==> config.mk <==
export PLATFORM = sky130hd
export DESIGN_NAME = wb_bram_initiator
export DESIGN_NICKNAME = d
export VERILOG_FILES = /design/src/rtl/wb_bram_pkg.sv /design/src/rtl/wb_bram_byte_merge.sv /design/src/rtl/wb_bram_initiator.sv
export SDC_FILE = /design/constraint.sdc
export NUM_CORES = 1
export LEC_CHECK = 0
export CORE_ASPECT_RATIO = 0.9
export CORE_MARGIN = 10
export CORE_UTILIZATION = 33
export CTS_CLUSTER_SIZE = 12
export DETAILED_ROUTE_END_ITERATION = 7
export GPL_ROUTABILITY_DRIVEN = 1
export PLACE_DENSITY = 0.9
export SLEW_MARGIN = 10
export SYNTH_ARGS = -nofsm -noshare
export SYNTH_HDL_FRONTEND = slang
export SYNTH_HIERARCHICAL = 1
export SYNTH_SLANG_ARGS = --single-unit
==> constraint.sdc <==
create_clock -name i_clk -period 1.7 [get_ports i_clk]
set_input_delay 0.34 -clock i_clk [delete_from_list [all_inputs] [get_ports i_clk]]
set_output_delay 0.34 -clock i_clk [all_outputs]
set_load 0.02 [all_outputs]
==> src/rtl/wb_bram_pkg.sv <==
// Shared types and helpers for the Wishbone-to-block-RAM initiator.
// The state enum carries all four states even when WB_BRAM_RMW_EN is not
// defined, so the encoding stays the same in both builds.
package wb_bram_pkg;

    // Upper bound on the byte-select width handled by all_ones_sel()
    localparam int MAX_SEL_WIDTH = 64;

    typedef enum logic [1:0] {
        IDLE   = 2'd0,
        RD     = 2'd1,
        RMW_RD = 2'd2,
        RMW_WR = 2'd3
    } state_t;

    // Number of byte lanes in a data word
    function automatic int sel_width_of(input int data_width);
        return data_width / 8;
    endfunction

    // Byte-select value with every lane set (a full-word write)
    function automatic logic [MAX_SEL_WIDTH-1:0] all_ones_sel(input int sel_width);
        logic [MAX_SEL_WIDTH-1:0] mask;
        mask = '0;
        for (int k = 0; k < MAX_SEL_WIDTH; k++) begin
            if (k < sel_width) begin
                mask[k] = 1'b1;
            end
        end
        return mask;
    endfunction

endpackage

==> src/rtl/wb_bram_byte_merge.sv <==
// Per-byte merge of old RAM contents with new write data under a byte select.
// Used only by the read-modify-write path of wb_bram_initiator.
module wb_bram_byte_merge
    import wb_bram_pkg::*;
#(
    parameter  int DATA_WIDTH = 32,
    localparam int SEL_WIDTH  = sel_width_of(DATA_WIDTH)
) (
    input  logic [DATA_WIDTH-1:0] old_data,
    input  logic [DATA_WIDTH-1:0] new_data,
    input  logic [SEL_WIDTH-1:0]  sel,
    output logic [DATA_WIDTH-1:0] merged_data
);

    // Take each byte from the new word where its select bit is set, else keep the old byte
    always_comb begin
        merged_data = old_data;
        for (int k = 0; k < SEL_WIDTH; k++) begin
            if (sel[k]) begin
                merged_data[8*k +: 8] = new_data[8*k +: 8];
            end
        end
    end

endmodule

==> src/rtl/wb_bram_initiator.sv <==
// Wishbone pipelined slave that drives one port of a true dual-port block RAM.
// Full writes complete in one cycle and reads take two. With WB_BRAM_RMW_EN
// defined, partial-byte writes run as read-modify-write. Without it, byte
// selects are ignored and every write stores the full word.
// All RAM-side outputs and the ack are registered.
module wb_bram_initiator
    import wb_bram_pkg::*;
#(
    parameter  int DATA_WIDTH = 32,
    parameter  int ADDR_WIDTH = 10,
    localparam int SEL_WIDTH  = sel_width_of(DATA_WIDTH)
) (
    input  logic                  i_clk,
    input  logic                  i_reset_n,
    input  logic                  i_wb_cyc,
    input  logic                  i_wb_stb,
    input  logic                  i_wb_we,
    input  logic [ADDR_WIDTH-1:0] i_wb_addr,
    input  logic [DATA_WIDTH-1:0] i_wb_data,
    input  logic [SEL_WIDTH-1:0]  i_wb_sel,
    output logic                  o_wb_stall,
    output logic                  o_wb_ack,
    output logic [DATA_WIDTH-1:0] o_wb_data,
    output logic                  o_bram_en,
    output logic                  o_bram_we,
    output logic [ADDR_WIDTH-1:0] o_bram_addr,
    output logic [DATA_WIDTH-1:0] o_bram_din,
    input  logic [DATA_WIDTH-1:0] i_bram_dout
);

    state_t                state;
    state_t                next_state;
    logic                  accept;
    logic                  bram_en_d;
    logic                  bram_we_d;
    logic [ADDR_WIDTH-1:0] bram_addr_d;
    logic [DATA_WIDTH-1:0] bram_din_d;
    logic                  wb_ack_d;
    logic                  rd_ack_d;
    logic                  rd_ack_q;

    // A request is taken only in IDLE, which is also the only non-stalled state
    assign accept     = i_wb_cyc && i_wb_stb && (state == IDLE);
    assign o_wb_stall = (state != IDLE);

    // RAM read data is passed straight through, but only during a read ack
    assign o_wb_data  = rd_ack_q ? i_bram_dout : '0;

`ifdef WB_BRAM_RMW_EN
    localparam logic [SEL_WIDTH-1:0] SEL_ALL = SEL_WIDTH'(all_ones_sel(SEL_WIDTH));

    logic [DATA_WIDTH-1:0] wr_data_q;
    logic [SEL_WIDTH-1:0]  sel_q;
    logic [DATA_WIDTH-1:0] merged_data;
    logic                  sel_full;
    logic                  sel_zero;

    assign sel_full = (i_wb_sel == SEL_ALL);
    assign sel_zero = (i_wb_sel == '0);

    // Hold the write data and selects of the accepted request for the merge
    always_ff @(posedge i_clk or negedge i_reset_n) begin
        if (!i_reset_n) begin
            wr_data_q <= '0;
            sel_q     <= '0;
        end else if (accept) begin
            wr_data_q <= i_wb_data;
            sel_q     <= i_wb_sel;
        end
    end

    wb_bram_byte_merge #(
        .DATA_WIDTH (DATA_WIDTH)
    ) u_byte_merge (
        .old_data    (i_bram_dout),
        .new_data    (wr_data_q),
        .sel         (sel_q),
        .merged_data (merged_data)
    );
`else
    logic unused_sel;
    assign unused_sel = ^i_wb_sel;
`endif

    // State register
    always_ff @(posedge i_clk or negedge i_reset_n) begin
        if (!i_reset_n) begin
            state <= IDLE;
        end else begin
            state <= next_state;
        end
    end

    // Next-state logic; a dropped cycle returns every busy state to IDLE
    always_comb begin
        next_state = state;
        unique case (state)
            IDLE: begin
                if (accept && !i_wb_we) begin
                    next_state = RD;
                end
`ifdef WB_BRAM_RMW_EN
                else if (accept && !sel_full && !sel_zero) begin
                    next_state = RMW_RD;
                end
`endif
            end
            RD: begin
                next_state = IDLE;
            end
`ifdef WB_BRAM_RMW_EN
            RMW_RD: begin
                next_state = i_wb_cyc ? RMW_WR : IDLE;
            end
            RMW_WR: begin
                next_state = IDLE;
            end
`endif
            default: begin
                next_state = IDLE;
            end
        endcase
    end

    // Values the registered outputs take at the next edge; address and write data hold otherwise
    always_comb begin
        bram_en_d   = 1'b0;
        bram_we_d   = 1'b0;
        bram_addr_d = o_bram_addr;
        bram_din_d  = o_bram_din;
        wb_ack_d    = 1'b0;
        rd_ack_d    = 1'b0;
        unique case (state)
            IDLE: begin
                if (accept) begin
                    bram_addr_d = i_wb_addr;
                    if (!i_wb_we) begin
                        bram_en_d = 1'b1;
                    end else begin
`ifdef WB_BRAM_RMW_EN
                        if (sel_full) begin
                            bram_en_d  = 1'b1;
                            bram_we_d  = 1'b1;
                            bram_din_d = i_wb_data;
                            wb_ack_d   = 1'b1;
                        end else if (sel_zero) begin
                            wb_ack_d   = 1'b1;
                        end else begin
                            bram_en_d  = 1'b1;
                        end
`else
                        bram_en_d  = 1'b1;
                        bram_we_d  = 1'b1;
                        bram_din_d = i_wb_data;
                        wb_ack_d   = 1'b1;
`endif
                    end
                end
            end
            RD: begin
                wb_ack_d = i_wb_cyc;
                rd_ack_d = i_wb_cyc;
            end
`ifdef WB_BRAM_RMW_EN
            RMW_WR: begin
                if (i_wb_cyc) begin
                    bram_en_d  = 1'b1;
                    bram_we_d  = 1'b1;
                    bram_din_d = merged_data;
                    wb_ack_d   = 1'b1;
                end
            end
`endif
            default: begin
            end
        endcase
    end

    // Output registers
    always_ff @(posedge i_clk or negedge i_reset_n) begin
        if (!i_reset_n) begin
            o_bram_en   <= 1'b0;
            o_bram_we   <= 1'b0;
            o_bram_addr <= '0;
            o_bram_din  <= '0;
            o_wb_ack    <= 1'b0;
            rd_ack_q    <= 1'b0;
        end else begin
            o_bram_en   <= bram_en_d;
            o_bram_we   <= bram_we_d;
            o_bram_addr <= bram_addr_d;
            o_bram_din  <= bram_din_d;
            o_wb_ack    <= wb_ack_d;
            rd_ack_q    <= rd_ack_d;
        end
    end

endmodule

* Yosys cells after proc, flatten, opt, wreduce, memory -nomap -nowiden
Index checks and enable logic that the tools add are counted.
** Word-level totals
- Register bits :: 48
- Bits in latches :: 0
- RAM bits :: 0
- Bits in read-only memories :: 0
- Input bits :: 83
- Output and inout bits :: 78
- Memories kept :: 0
** Operators by class
- Add/subtract/negate cells :: 0
- $mul :: 0
- Div/mod/pow operators :: 0
- $lt $le $gt $ge :: 0
- Eq/ne operators :: 2
- Shifts and indexed selects :: 0
- Mux-type cells :: 10
- Bitwise operators :: 0
- Reductions and logical operators :: 8
** Operators by type and width (number)
- 32-bit 2-to-1 mux :: 1
- 1-bit 2-to-1 mux :: 6
- 2-bit 2-to-1 mux :: 2
- 1-bit logical AND :: 3
- 3-bit AND reduction :: 1
- 2-bit by 1-bit equality test with 1-bit output (second input constant) :: 1
- 2-bit logical NOT :: 1
- 2-bit by 1-bit inequality test with 1-bit output (second input constant) :: 1
- 1-bit one-hot mux with 2 select lines :: 1
- 2-bit AND reduction :: 1
- 2-bit nonzero test :: 1
- 1-bit logical NOT :: 1

* Logic depth before layout (Yosys ltp)
Gate-level depths: netlist (run 1).
- Word-level depth :: 5
- Depth in mapped cells :: 3
- Gate-level depth less buffers :: 2

* Worst setup path after synthesis (run 1)
Ideal clock, no wire load.
- Path type :: register -> register
- From :: reg state[0]
- To :: reg o_bram_din[0]
- Arrival time :: 1.178 ns
- Required time :: 1.575 ns
- Path slack :: 0.397 ns
- Stages on the path, launching flop included :: 4
- Buffers on the path :: 1
- Cell sequence :: dfrtp_1 nand4b_4 buf_6 mux2_4
** Between the ends
- Word-level cells in the longest chain between the ends :: 3
** RTL lines
- from (decl) :: line wb_bram_initiator.sv:31 : state_t state;
- from (signal assigned) :: line wb_bram_initiator.sv:90 : state <= next_state;
- 2-bit logical NOT * :: line wb_bram_initiator.sv:43, wb_bram_initiator.sv:133
- 1-bit logical AND :: line wb_bram_initiator.sv:43 : assign accept = i_wb_cyc && i_wb_stb && (state == IDLE);
- 3-bit AND reduction (no line) *
- to (signal assigned) :: line wb_bram_initiator.sv:192 : o_bram_din <= bram_din_d;
- to (decl) :: line wb_bram_initiator.sv:27 : output logic [DATA_WIDTH-1:0] o_bram_din,
Every way passes the cells marked *; elsewhere a longest branch is shown, timed or not.
A chain may end at the register's enable or synchronous reset.

* Final worst setup path (run 1)
- From :: reg rd_ack_q
- To :: out o_wb_data[6]
** Between the ends
- Word-level cells in the longest chain between the ends :: 1
** RTL lines
- from (decl) :: line wb_bram_initiator.sv:40 : logic rd_ack_q;
- from (signal assigned) :: line wb_bram_initiator.sv:194 : rd_ack_q <= rd_ack_d;
- 32-bit 2-to-1 mux :: line wb_bram_initiator.sv:47 : assign o_wb_data = rd_ack_q ? i_bram_dout : '0;
- to (decl) :: line wb_bram_initiator.sv:23 : output logic [DATA_WIDTH-1:0] o_wb_data,
No other way between the ends.

==> results of run 1 <==
## layout by cell type (no fill, tap or decap)
cell,synthesis,routed
clkinvlp_4,0,1
buf_2,0,1
buf_4,1,1
dlygate4sd2_1,0,4
and2_1,33,33
mux2_2,13,13
nor2b_1,1,1
clkdlybuf4s50_1,0,122
nor2_1,1,1
inv_1,2,2
dfrtp_1,47,47
buf_12,0,5
nand4b_4,1,1
bufinv_16,0,2
clkdlybuf4s15_1,0,21
dlymetal6s2s_1,0,1
clkbuf_8,0,5
mux2_4,29,29
nand3b_1,1,1
clkbuf_2,0,7
a21oi_1,1,1
## final cells by class
| cell class | count | area [sq um] | share of cell area (%) |
|---|---|---|---|
| Clock inverter | 3 | 67.6 | 1.74 |
| Multi-Input combinational cell | 80 | 835 | 21.5 |
| Clock buffer | 5 | 68.8 | 1.77 |
| Tap cell | 87 | 109 | 2.80 |
| Inverter | 2 | 7.51 | 0.193 |
| Sequential cell | 47 | 1180 | 30.2 |
| Timing Repair Buffer | 162 | 1630 | 41.8 |
## where the power goes
part	internal (mW)	switching (mW)	leakage, nW
clock	0.586	0.376	0.0644
sequential	1.32	0.114	0.564
combinational	0.767	0.515	1.18
total	2.67	1.01	1.80
## final timing paths
check	startpoint	depth (start not counted)	slack [ns]	endpoint
worst max-delay path	rd_ack_q	3	0.05	o_wb_data[6]
worst min-delay path	i_reset_n	1	0.01	o_bram_din[30]
worst max register to register	state[0]	3	0.44	o_bram_din[20]
worst min register to register	o_bram_addr[6]	1	0.51	o_bram_addr[6]
max in group asynchronous	i_reset_n	2	1.16	o_bram_addr[8]
min in group i_clk	o_bram_addr[6]	1	0.51	o_bram_addr[6]
## metrics by stage
step,power [mW],worst slack [ns],util (%),instance area (sq um),instances
after detailed placement,2.76,-0.204,62.0,3790,378
after CTS,3.73,0.00825,63.6,3890,386
after global placement,2.72,-0.185,62.0,3790,378
after floorplan,2.02,0.397,-,2070,136
after global routing,3.85,0.000440,63.6,3890,386
final,3.68,0.0524,63.6,3890,386
## sequential cells by signal, summed over array words and instances, names as in the netlist
name	cells
o_bram_din	32
o_bram_addr	10
o_bram_en	1
o_bram_we	1
o_wb_ack	1
rd_ack_q	1
state	1
## cell usage after synthesis
cell type,count,area (sq um)
buf_4,1,7.51
nand4b_4,1,23.8
dfrtp_1,47,1180
mux2_4,29,435
mux2_2,13,146
nand3b_1,1,7.51
a21oi_1,1,5.00
inv_1,2,7.51
nor2b_1,1,6.26
and2_1,33,206
clkbuf_1,3,11.3
buf_6,3,33.8
nor2_1,1,3.75
## cells by family (layout without fill, tap and decap cells)
kind of cell	after synthesis	count (layout)	synth area share (%)
AO/OA/AOI/OAI	1	1	0.241
AND/OR/NAND/NOR	37	37	12.0
buffers and inverters	9	172	2.90
multiplexers	42	42	28.1
flip-flops	47	47	56.8
## metal layers
layer  track usage [%]  share of wire, %  vias up
met5                 0                 0        -
met4              2.35              0.56        0
met3              5.73               7.8        7
met2              24.7                55       62
met1              13.6                37      756
li1                  -                 -      776
## what timing repair did
item                                    CTS  global route
endpoints found under the setup margin   32            29
resized for setup                        32            36
hold buffers                              0             0
## worst max-delay path, delay by kind of cell (launching register included)
family        cells  cell delay [ns]
flops             1             0.40
buf+inv           2             0.48
simple gates      1             0.13
==> out/summary.txt, run 1 <==
status - complete, no violations
Congestion Overflow GR - 0
Post-Syn Area - 0.00207 sq mm
Hold Fails Final Rpt - 0
RSZ-0062 raised after global routing - no
DR iter-0 viols - 23
die height - 95.2 microns
Vias - 1601
CTS tree - built
drt via density - 4.15
IO Port Bufs - 156
Distinct cells, synth - 13
first-pass GRT wire length - 10300 microns
yosys warns - 6
post-route clock period utilization - 96.9%
HP Class - input port to async pin
PD cells - 946 mW/mm^2
worst path cell trace - buf_12 > and2_1 > dlygate4sd2_1
slowest CP cell - dfrtp_1
postcts setup bufs - 0
Worst Max-Slew Pin Slew - 0.535 ns
Area growth, synth to finish - 87.9%
total global-route track usage - 13.2%
Synth Register Bits - 47
# rows - 27
Setup Viol. Count Final - 0
Num CTS Buffers - 5
TritonRoute pass-1 iters - 3
n_diodes - 0
detailed placement HPWL - 5610 microns
initial antenna violation count - 0
vias in the first global route - 1805
crit path launch type - register
ratio of cells with drive above 1 in the final layout - 21.7%
Worst setup EP type - output pin
CORE AREA - 0.00611 sq mm
Clock Pin Slew Worst Setup and Hold Paths - 0.09 ns
H-Tree Depth - 2
clock sinks - 47
largest net degree at the start of global routing - 33
slowest stage delay, CP - 0.40 ns
Slew headroom - 64.4%
WL final - 6800 microns
CP Max Fanout - 32
clk_skew - 0.00513 ns
Seq/Total Area, Yosys - 56.8%
fill cell count - 478
clk_lat worst skew - 0.30 ns
GPL Wtd Cong - 0.675
Final min period - 1.65 ns
Initial Util - 33.9%
drt drc - 0
Setup CP Type - register to output pin
Arr. time, crit path - 1.31 ns
Root Driver - clkbuf_8
Leak Pwr - 1.80 nW
# nets final - 381
Critical Path RT - 1.36 ns
die extent in x - 104 microns
Synthesized Nets - 219
final hold slack - 0.0103 ns
IO Pins - 161
fmax - 0.607 GHz
Die ar. - 0.00985 sq mm
Max rail drop VDD - 701 uV
Max clock buf depth - 2
Detail Route Antenna Nets - 0
average cell area after synthesis - 15.2 sq um
Final TNS setup - 0 ns
number of max-cap violations - 0
Slew Limit Fails - 0
DR WL/cell - 17.6 microns
Post-Synthesis Cells - 136
Power figures use the tool's default switching activity.
==> run 2: changes to the inputs <==
- ABC_CLOCK_PERIOD_IN_PS: not set -> 1700
- CORE_UTILIZATION: 33 -> 25
- PLACE_DENSITY: 0.9 -> not set
==> run 2 against run 1 <==
- non-clock buffer count stayed put
- cell area is 0.74% lower
- largest power group unchanged
- utilization is 16 points lower
- via count is 2.3% higher
- critical path depth stayed put
==> out/summary.txt, run 2 (same netlist as run 1, synthesis figures left out) <==
fmax - 0.616 GHz
fin area - 0.00386 sq mm
Placed Area - 0.00379 sq mm
commonest non-fill, non-tap cell in the layout - clkdlybuf4s50_1
Area growth, synth to finish - 86.5%
Top reg by flops - o_bram_din
Slew headroom - 71.2%
Final TNS setup - 0 ns
PD cells - 918 mW/mm^2
DR iter-0 viols - 29
CP delay by family, top - buffers and inverters
clock sinks - 47
Critical Path RT - 1.36 ns
Worst setup EP type - output pin
clk_lat worst skew - 0.29 ns
switching share of power - 27.8%
first-pass GRT wire length - 10200 microns
final critical-path setup slack - 0.0757 ns
post-route clock period utilization - 95.5%
Hold Fails Final Rpt - 0
sequential power share - 40.3%
IO Port Bufs - 156
detailed placement HPWL - 5520 microns
number of max-cap violations - 0
Slew Limit Fails - 0
final cell count without fillers - 398
Setup Viol. Count Final - 0
Switch Pwr - 0.986 mW
GPL Wtd Cong - 0.635
biggest registers after layout - o_bram_din (32), o_bram_addr (10)
TritonRoute pass-1 iters - 4
combinational power share - 36.0%
commonest non-fill, non-tap cells in the layout - clkdlybuf4s50_1, dfrtp_1, and2_1
Max clock buf depth - 2
status - complete, no violations
max reg flops - 32
Die ar. - 0.0123 sq mm
WL final - 6780 microns
CTS tree - built
Initial Util - 25.7%
largest net degree at the start of global routing - 33
final hold slack - 0.507 ns
drt via density - 4.12
CP Max Fanout - 32
HP Class - register to register
Setup CP Type - register to output pin
pre-CTS setup slack - -0.185 ns
ratio of cells with drive above 1 in the final layout - 22.7%
Root Driver - clkbuf_8
Power, Total - 3.55 mW
drt drc - 0
Post-Place Cells - 389
slowest stage delay, CP - 0.40 ns
worst path bufs/invs - 2
initial antenna violation count - 0
Clock Pin Slew Worst Setup and Hold Paths - 0.09 ns
IO Pins - 161
Leak Pwr - 1.78 nW
Final min period - 1.62 ns
die height - 106 microns
# rows - 31
postcts setup bufs - 0
P_int - 2.56 mW
fill cell count - 761
DR WL/cell - 17.0 microns
n_diodes - 0
worst path cell trace - buf_12 > and2_1 > clkdlybuf4s15_1
Congestion Overflow GR - 0
# nets final - 381
Arr. time, crit path - 1.28 ns
H-Tree Depth - 2
Vias - 1638
Detail Route Antenna Nets - 0
clock power share - 23.8%
slowest CP cell - dfrtp_1
Num CTS Buffers - 5
die extent in x - 116 microns
RSZ-0062 raised after global routing - no
CORE AREA - 0.00807 sq mm
Worst Max-Slew Pin Slew - 0.432 ns
final core occ - 47.9%
vias in the first global route - 1785
total global-route track usage - 10.4%
Max rail drop VDD - 431 uV
crit path launch type - register
clk_skew - 0.00298 ns
==> run 2: cell type report <==
class	instances	area [sq um]	area share (%)
clock buffers	6	82.6	2.14
clock inverters	2	35.0	0.907
inverters	2	7.51	0.194
multi-input cells	80	835	21.6
flip-flops and latches	47	1180	30.5
well taps	99	124	3.21
repair buffers	162	1600	41.5
==> run 2: path summary, 6_finish.rpt <==
path / from / endpoint / slack (ns) / cells past startpoint
min: o_bram_addr[2] / o_bram_addr[2] / 0.51 / 1
max: rd_ack_q / o_wb_data[12] / 0.08 / 3
min in group asynchronous: i_reset_n / o_bram_din[13] / 0.52 / 2
max in group asynchronous: i_reset_n / o_bram_addr[3] / 0.67 / 3
min reg2reg: o_bram_addr[2] / o_bram_addr[2] / 0.51 / 1
max reg2reg: state[0] / o_bram_din[9] / 0.44 / 3
==> run 2: worst register-to-register path: cells and delay by family (launching register included) <==
| kind | cells | cell delay, ns |
|---|---|---|
| buffers and inverters | 1 | 0.20 |
| multiplexers | 1 | 0.33 |
| AND/OR/NAND/NOR | 1 | 0.20 |
| flip-flops | 1 | 0.41 |
==> run 2: routing by layer <==
layer | vias up | share of wire, % | GRT usage (%)
met2 | 72 | 49 | 17.6
met4 | 0 | 0.25 | 1.61
met3 | 2 | 11 | 5.23
met5 | - | 0 | 0
met1 | 789 | 40 | 11.6
li1 | 775 | - | -
==> run 2: power groups by stage <==
| stage | sequential [mW] | combinational, mW | clock [mW] |
|---|---|---|---|
| after global placement | 1.44 | 1.29 | 0 |
| after floorplan | 1.70 | 0.322 | 0 |
| after global routing | 1.46 | 1.35 | 0.935 |
| after detailed placement | 1.45 | 1.30 | 0 |
| final | 1.43 | 1.28 | 0.844 |
| after CTS | 1.43 | 1.30 | 0.888 |
==> run 2: what timing repair did <==
action,CTS,global route
resized for setup,32,44
hold buffers,1,0
hold endpoints to repair,16,0
endpoints found under the setup margin,32,33
